===== src/rtl/exc_arbiter.sv =====
// ---------------------------------------------------------------------------
// exc_arbiter
// Exception arbiter and flush controller at the MEM/WB boundary. It collects
// the MEM instruction's exception candidates and the cp0 interrupt request,
// picks one by MIPS priority, and commits it to cp0. It also raises the
// pipeline flush and the fetch redirect, which goes to the handler vector
// or to EPC for ERET.
//
// Optional feature: define EXC_CNT_EN to build a saturating 16-bit count of
// committed exceptions, with ERET not counted. When it is undefined,
// exc_cnt_o is tied to 0.
//
// Ports:
//   clk, rst_n         clock, asynchronous active-low reset
//   mem_valid_i        MEM slot holds a real instruction
//   mem_stall_i        MEM stage stalled
//   mem_pc_i           PC of the MEM instruction
//   mem_inslot_i       MEM instruction sits in a delay slot
//   mem_exc_vec_i      candidates [0]AdEL1 [1]RI [2]Ov [3]SysC [4]Bp
//                      [5]AdEL2 [6]AdES [7]ERET [8]reserved
//   mem_iaddr_i        faulting fetch address
//   mem_daddr_i        faulting data address
//   intr_i             interrupt request from cp0
//   status_bev_i       Status.BEV
//   epc_i              EPC from cp0
//   cp0_exc_flag_o     one-cycle commit pulse to cp0
//   cp0_exc_type_o     committed type (1 Intr .. 9 ERET, 0 none)
//   cp0_pc_o           PC of the committed instruction
//   cp0_baddr_o        bad address for address-error types
//   cp0_inslot_o       delay-slot flag of the committed instruction
//   flush_o            flush every stage up to and including MEM
//   redirect_o         one-cycle pulse, fetch restarts at redirect_pc_o
//   redirect_pc_o      restart address
//   exc_cnt_o          committed-exception count
// ---------------------------------------------------------------------------
module exc_arbiter #(
  parameter int          FLUSH_CYC = 2,
  parameter logic [31:0] VEC_BEV1  = 32'hBFC00380,
  parameter logic [31:0] VEC_BEV0  = 32'h80000180
) (
  input  logic        clk,
  input  logic        rst_n,
  input  logic        mem_valid_i,
  input  logic        mem_stall_i,
  input  logic [31:0] mem_pc_i,
  input  logic        mem_inslot_i,
  input  logic [8:0]  mem_exc_vec_i,
  input  logic [31:0] mem_iaddr_i,
  input  logic [31:0] mem_daddr_i,
  input  logic        intr_i,
  input  logic        status_bev_i,
  input  logic [31:0] epc_i,
  output logic        cp0_exc_flag_o,
  output logic [3:0]  cp0_exc_type_o,
  output logic [31:0] cp0_pc_o,
  output logic [31:0] cp0_baddr_o,
  output logic        cp0_inslot_o,
  output logic        flush_o,
  output logic        redirect_o,
  output logic [31:0] redirect_pc_o,
  output logic [15:0] exc_cnt_o
);

  localparam logic [3:0] T_NONE  = 4'd0;
  localparam logic [3:0] T_INTR  = 4'd1;
  localparam logic [3:0] T_ADEL1 = 4'd2;
  localparam logic [3:0] T_ADEL2 = 4'd3;
  localparam logic [3:0] T_ADES  = 4'd4;
  localparam logic [3:0] T_OV    = 4'd5;
  localparam logic [3:0] T_SYSC  = 4'd6;
  localparam logic [3:0] T_BP    = 4'd7;
  localparam logic [3:0] T_RI    = 4'd8;
  localparam logic [3:0] T_ERET  = 4'd9;

  localparam logic [2:0] FCNT_INIT = 3'(FLUSH_CYC - 1);

  typedef enum logic [1:0] {S_IDLE, S_HOLD, S_FLUSH} state_t;

  // Priority encoder: Intr > AdEL1 > RI > Ov > SysC > Bp > AdEL2 > AdES > ERET.
  // Bit 8 of the candidate vector is reserved and never selects a type.
  function automatic logic [3:0] sel_type(input logic [8:0] vec, input logic intr);
    logic [3:0] t;
    t = T_NONE;
    if (intr)        t = T_INTR;
    else if (vec[0]) t = T_ADEL1;
    else if (vec[1]) t = T_RI;
    else if (vec[2]) t = T_OV;
    else if (vec[3]) t = T_SYSC;
    else if (vec[4]) t = T_BP;
    else if (vec[5]) t = T_ADEL2;
    else if (vec[6]) t = T_ADES;
    else if (vec[7]) t = T_ERET;
    return t;
  endfunction

  function automatic logic [31:0] sel_baddr(input logic [3:0] t,
                                            input logic [31:0] iaddr,
                                            input logic [31:0] daddr);
    logic [31:0] a;
    case (t)
      T_ADEL1:        a = iaddr;
      T_ADEL2, T_ADES: a = daddr;
      default:        a = 32'h0;
    endcase
    return a;
  endfunction

  state_t      r_state;
  logic [2:0]  r_fcnt;
  logic        r_intr_pend;

  logic        w_intr;
  logic        w_cand;
  logic        w_commit;
  logic [3:0]  w_type;
  logic [31:0] w_baddr;
  logic [31:0] w_rpc;

  // A pending interrupt only rides on a real instruction. Candidates
  // offered while flushing belong to squashed instructions and are dropped.
  assign w_intr   = r_intr_pend | intr_i;
  assign w_cand   = mem_valid_i & ((|mem_exc_vec_i[7:0]) | w_intr);
  assign w_commit = (r_state != S_FLUSH) & w_cand & ~mem_stall_i;
  assign w_type   = sel_type(mem_exc_vec_i, w_intr);
  assign w_baddr  = sel_baddr(w_type, mem_iaddr_i, mem_daddr_i);
  assign w_rpc    = (w_type == T_ERET) ? epc_i :
                    (status_bev_i ? VEC_BEV1 : VEC_BEV0);

  always_ff @(posedge clk or negedge rst_n) begin
    if (!rst_n) begin
      r_state        <= S_IDLE;
      r_fcnt         <= 3'd0;
      r_intr_pend    <= 1'b0;
      cp0_exc_flag_o <= 1'b0;
      cp0_exc_type_o <= T_NONE;
      cp0_pc_o       <= 32'h0;
      cp0_baddr_o    <= 32'h0;
      cp0_inslot_o   <= 1'b0;
      flush_o        <= 1'b0;
      redirect_o     <= 1'b0;
      redirect_pc_o  <= 32'h0;
    end else begin
      // Commit payload is presented only alongside the commit pulse.
      cp0_exc_flag_o <= w_commit;
      redirect_o     <= w_commit;
      cp0_exc_type_o <= w_commit ? w_type       : T_NONE;
      cp0_pc_o       <= w_commit ? mem_pc_i     : 32'h0;
      cp0_baddr_o    <= w_commit ? w_baddr      : 32'h0;
      cp0_inslot_o   <= w_commit ? mem_inslot_i : 1'b0;
      redirect_pc_o  <= w_commit ? w_rpc        : 32'h0;

      // Interrupt latch: consumed by an Intr commit, forgotten as soon as
      // cp0 withdraws the request, otherwise remembered across bubbles/stalls.
      if (w_commit && (w_type == T_INTR)) r_intr_pend <= 1'b0;
      else if (!intr_i)                   r_intr_pend <= 1'b0;
      else                                r_intr_pend <= 1'b1;

      case (r_state)
        S_IDLE: begin
          if (w_commit) begin
            r_state <= S_FLUSH;
            r_fcnt  <= FCNT_INIT;
            flush_o <= 1'b1;
          end else if (w_cand) begin
            r_state <= S_HOLD;
          end
        end
        S_HOLD: begin
          // Inputs are re-evaluated live; the stalled instruction may vanish.
          if (w_commit) begin
            r_state <= S_FLUSH;
            r_fcnt  <= FCNT_INIT;
            flush_o <= 1'b1;
          end else if (!w_cand) begin
            r_state <= S_IDLE;
          end
        end
        S_FLUSH: begin
          if (r_fcnt == 3'd0) begin
            r_state <= S_IDLE;
            flush_o <= 1'b0;
          end else begin
            r_fcnt <= r_fcnt - 3'd1;
          end
        end
        default: begin
          r_state <= S_IDLE;
          flush_o <= 1'b0;
        end
      endcase
    end
  end

`ifdef EXC_CNT_EN
  logic [15:0] r_exc_cnt;

  always_ff @(posedge clk or negedge rst_n) begin
    if (!rst_n) begin
      r_exc_cnt <= 16'h0;
    end else if (w_commit && (w_type != T_ERET) && (r_exc_cnt != 16'hFFFF)) begin
      r_exc_cnt <= r_exc_cnt + 16'd1;
    end
  end

  assign exc_cnt_o = r_exc_cnt;
`else
  assign exc_cnt_o = 16'h0;
`endif

endmodule


===== config.mk =====
export PLATFORM = sky130hd
export DESIGN_NAME = exc_arbiter
export DESIGN_NICKNAME = d
export VERILOG_FILES = /design/src/rtl/exc_arbiter.sv
export SDC_FILE = /design/constraint.sdc
export NUM_CORES = 1
export LEC_CHECK = 0
export CORE_MARGIN = 2
export CORE_UTILIZATION = 40
export CTS_CLUSTER_DIAMETER = 60
export DETAILED_ROUTE_END_ITERATION = 10
export MAX_ROUTING_LAYER = met4
export PLACE_DENSITY = 0.95
export SLEW_MARGIN = 20
export SYNTH_ARGS = -nofsm -noshare
export SYNTH_HDL_FRONTEND = slang
export SYNTH_SLANG_ARGS = --single-unit

===== constraint.sdc =====
create_clock -name clk -period 3.2 [get_ports clk]
set_clock_uncertainty 0.2 [all_clocks]
set_input_delay 0.48 -clock clk [delete_from_list [all_inputs] [get_ports clk]]
set_output_delay 0.48 -clock clk [all_outputs]
set_load 0.02 [all_outputs]

After elaboration in Yosys (flattened, before gate mapping)
Cells that the tools add are included.
W data, S select, Z words.
{ "totals": {"ff_bits": 109, "inputBits": 144, "output_inout_bits": 120, "wordCells": 71} }
{ "op_classes": {"n_addsub": 1, "eq_ne": 13, "muxes": 31, "bitwise": 6, "reduce_logical": 10} }
{ "op_table": {"columns": ["operator", "n"], "rows": [
  ["$mux W32", 4],
  ["$pmux W32 S2", 1],
  ["$mux W4", 10],
  ["$mux W30", 1],
  ["$mux W2", 5],
  ["$eq A4 B2 Y1 const B", 2],
  ["$reduce_or A8 Y1", 1],
  ["$mux W3", 2],
  ["$ne A2 B2 Y1 const B", 3],
  ["$ne A3 B3 Y1 const B", 2],
  ["$pmux W2 S3", 1],
  ["$pmux W3 S2", 1],
  ["$reduce_and A3 Y1", 2],
  ["$mux W1", 5],
  ["$eq A4 B1 Y1 const B", 1],
  ["$eq A4 B3 Y1 const B", 1],
  ["$eq A4 B4 Y1 const B", 1],
  ["$reduce_or A2 Y1", 2],
  ["$and A1 B1 Y1", 3],
  ["$logic_not A3 Y1", 1],
  ["$sub A3 B1 Y3 const B", 1],
  ["$eq A2 B1 Y1 const B", 1],
  ["$eq A2 B2 Y1 const B", 1],
  ["$logic_not A2 Y1", 1],
  ["7 further kinds", 8]
]} }

Depth between registers and ports, before layout
{ "depth": {"ltp_word": 13, "mapped_depth": 6} }

Worst setup path before layout
Ideal clock, no wire load.
{ "synth_path": {"kind": "input port to flip-flop", "start": "input port mem_exc_vec_i[3]", "end": "register cp0_pc_o[10]", "arrival_time_ns": 2.044, "path_slack_ns": 0.837, "path_stages": 6, "cell_sequence": "or4_1 -> or3_4 -> o21ai_4 -> inv_2 -> buf_2 -> and2_1"} }
{ "synth_via": {"elab_chain_cells": 6} }
{ "synth_rtl": {"columns": ["element", "line_no", "source"], "rows": [
  ["start, declared", "47", "input logic [8:0] mem_exc_vec_i,"],
  ["$reduce_or A8 Y1", "122", "assign w_cand = mem_valid_i & ((|mem_exc_vec_i[7:0]) | w_intr);"],
  ["$or A1 B1 Y1", "122", null],
  ["$and A1 B1 Y1", "122", null],
  ["$and A1 B1 Y1 (2 in series)", "123", "assign w_commit = (r_state != S_FLUSH) & w_cand & ~mem_stall_i;"],
  ["$mux W32", "147", "cp0_pc_o <= w_commit ? mem_pc_i : 32'h0;"],
  ["end signal, assigned", "147", null],
  ["end, declared", "55", "output logic [31:0] cp0_pc_o,"]
]} }
No other way between the ends.
A chain may end at the register's enable or synchronous reset.

Worst setup path in the final report
{ "layout_path": {"start": "input port mem_exc_vec_i[0]", "end": "register cp0_baddr_o[30]"} }
{ "layout_via": {"elab_chain_cells": 6, "elab_cells_between_ends": 13, "cone_classes": "3 x eq/ne; 4 x mux; 4 x bitwise; 2 x reduce/logical"} }
{ "layout_rtl": {"columns": ["element", "line_no", "source"], "rows": [
  ["$mux W4 or $reduce_or A8 Y1 (tied branches)", "85, 122", null],
  ["$mux W4 or $or A1 B1 Y1 (tied branches)", "84, 122", null],
  ["$eq A4 B2 Y1, or another cell as far along", "100", "case (t)"],
  ["$reduce_or A2 Y1 or $and A1 B1 Y1 (tied branches)", "100, 123", null],
  ["$pmux W32 S2 or $and A1 B1 Y1 (tied branches)", "100, 123", null],
  ["$mux W32 (*)", "148", "cp0_baddr_o <= w_commit ? w_baddr : 32'h0;"],
  ["end signal, assigned", "148", null],
  ["end, declared", "56", "output logic [31:0] cp0_baddr_o,"]
]} }
Every way passes the cells marked *; elsewhere a longest branch is shown, timed or not.

==> impl_metrics.tcl <==
set metrics [dict create \
    io_pins 264 \
    drt_iter0_drc 245 \
    clock_sinks 109 \
    yosys_warnings 0 \
    insertion_delay_ps 360 \
    violations "hold timing" \
    synth_edf_count 0 \
    synthDistinctLibCells 40 \
    routed_wl_microns 12840 \
    placed_area_sq_um 6878 \
    die_w_microns 107.7 \
    drc 0 \
    required_ps 3230 \
    synth_top_area_share 0.6335 \
    p_leak_uw 0.003034 \
    hold_buffers 0 \
    critPathMaxStageDelay_ps 620 \
    synthFlopType "dfrtp_1" \
    dp.cells 756 \
    grt_use_total 0.2236 \
    fillCellCount 764 \
    async_flop_share 1.000 \
    htree_levels 3 \
    grt_pass1_vias 3873 \
    p_per_area_nw_per_um2 440.2 \
    setup_viol 0 \
    rsz0062_at_grt "false" \
    drt-wirelength-per-cell_microns 16.63 \
    post_cts_resized 0 \
    crit_path_max_fanout 32 \
    clock.fmax_ghz 0.3541 \
    max-vdd-ir-drop_uv 214.0 \
    io_buffers 246 \
    synth_cells 390 \
    worst-setup-path-type "input port to flip-flop" \
    worst_slew_pin_slew_ps 989.9 \
    whs_ps -10.20 \
    startpoint_type "input port" \
    layout-drive-gt1-share 0.06289 \
    num_rows 37 \
    yosysTopAreaCell "dfrtp_1" \
    gp_congestion 0.7918 \
    synth.cell_area_sq_um 4305 \
    grt_overflow 0 \
    cts_made_buffers 9 \
    core_sq_um 10370 \
    slew_headroom 0.3401 \
    die_area_sq_um 11610 \
    ys_ff_latch 109 \
    fin_cells 772 \
    dp_hpwl_microns 9749 \
    hold_viol 4 \
    first_pass_iters 4 \
    maxSlewViolCount 0 \
    critPathArrivalTime_ps 2850 \
    grt_pass1_wl_microns 19330 \
    antenna_found_initial 0 \
    tns_ps 0 \
    vias 3784 \
    clkSlewWorstSetupHoldPaths_ps 110 \
    finalCriticalPeriod_ps 2824 \
    die_y_microns 107.7 \
    clockBufferDepth 2 \
    final_util 0.6832 \
    cts_tree "done" \
    synth-seq-area-share 0.6335 \
    fin_crit_sh 0.8824 \
    grt_max_degree 65 \
    area_growth_pct 64.55 \
    clockRootBuffer "clkbuf_8" \
    crit_slowest_cell "or4_1" \
    cp_cell_sequence "clkdlybuf4s50_1 > or4_1 > a21o_1 > and3_1 > o21ai_0 > a21oi_1" \
    ant_nets 0 \
    power_uw 3119 \
    crit_buf_inv 1 \
    n_antenna_cell 0 \
    hp-class "input port to async pin" \
    cap_viol_max_count 0 \
    initial_core_util 0.4152 \
    synth_area_leaders "dfrtp_1 63%, and2_1 7.7%, a21oi_1 5.7%, o21ai_0 4.2%, nand3_1 3.7%" \
    end_kind "flip-flop" \
    avgSynthCellArea_sq_um 11.04 \
    nets 777 \
    post_drt_via_cell_ratio 4.902 \
    post_cts_buffers 0 \
    critPathTopFamily "simple AND/OR/NAND/NOR gates" \
    status "complete, but fails checks" \
    postLayoutCellArea_sq_um 7084 \
]
[flip-flops by register name (all words and copies together), names as in the netlist]
signal          cells
cp0_pc_o           32
r_state             2
cp0_baddr_o        32
flush_o             1
r_fcnt              3
redirect_o          1
cp0_exc_type_o      4
r_intr_pend         1
redirect_pc_o      32
cp0_inslot_o        1
[area by class of cell]
class	count	area (sq um)	area share
Clock buffer	9	123.9	0.01749
Clock inverter	7	82.58	0.01166
Inverter	9	33.78	0.004769
Multi-Input combinational cell	246	1399	0.1975
Sequential cell	109	2728	0.3850
Tap cell	136	170.2	0.02402
Timing Repair Buffer	256	2547	0.3596
[placed cells by master, fill, tap and decap left out, drive strengths merged, types with 4 or more instances in the layout]
master           n
conb            16
nor4             4
a21oi           49
nand2           15
nand3           32
inv             11
clkbuf           9
and2            53
clkdlybuf4s50  245
o21ai           38
dfrtp          109
nor2            11
buf             11
[through the flow]
stage / hold WS [ps] / setup WS, ps
6_report: -10.20 / 376.3
5_1_grt: 52.35 / 203.1
4_1_cts: 19.31 / 391.9
3_5_place_dp: 316.7 / 10.97
3_3_place_gp: 294.6 / 108.9
2_1_floorplan: -15.59 / 837.0
[path summary, 6_finish.rpt]
kind | start | to | slack (ps) | depth (start not counted)
min in group clk | flush_o$_DFFE_PN0P_ | flush_o$_DFFE_PN0P_ | 330 | 2
max in group asynchronous | rst_n | cp0_pc_o[23]$_DFF_PN0_ | 2070 | 2
hold reg to reg | flush_o$_DFFE_PN0P_ | flush_o$_DFFE_PN0P_ | 330 | 2
hold / removal | rst_n | cp0_pc_o[3]$_DFF_PN0_ | -10 | 1
setup reg to reg | r_intr_pend$_DFF_PN0_ | cp0_baddr_o[0]$_DFF_PN0_ | 620 | 5
setup / recovery | mem_exc_vec_i[0] | cp0_baddr_o[30]$_DFF_PN0_ | 380 | 6
[logic make-up after synthesis]
kind of cell	count (synthesis)	synth area share
mux	1	0.002615
flops	109	0.6335
fa+ha+maj	2	0.005811
other cells	1	0.0008710
simple gates	131	0.1697
buf+inv	50	0.06277
compound gates	95	0.1226
xor+xnor	1	0.002035
[cell usage after synthesis, types with 2 or more instances]
cell type and n:
buf_4 17, inv_1 8, or2_2 2, a21o_1 2
dfrtp_1 109, nand2b_1 2, nand2_1 15, and3_1 2
and2_1 53, nor2b_1 2, nor2_1 11, ha_1 2
a21oi_1 49, buf_2 6, nor4_1 3, o21ai_0 36
or4_1 2, nand3_1 32, clkbuf_1 13, nor3_1 2
clkbuf_2 3
[metal layers]
layer | global-route usage | part of all wire
met1 | 0.2339 | 0.35
met3 | 0.04540 | 0.076
met4 | 0.1145 | 0.036
met2 | 0.3976 | 0.54
met5 | - | 0
[report_power, final]
| part | leakage [uW] | total, uW | switching, uW | internal (uW) |
|---|---|---|---|---|
| clock network | 0.000103 | 858 | 484 | 375 |
| logic | 0.00144 | 745 | 365 | 380 |
| registers | 0.00149 | 1520 | 52.0 | 1460 |
[worst reg2reg max path: cells and delay by family, from the launching register on]
kind | cells | cell delay, ps
simple gates | 3 | 1470
compound gates | 2 | 450
flops | 1 | 390
(Power assumes the default switching activity.)
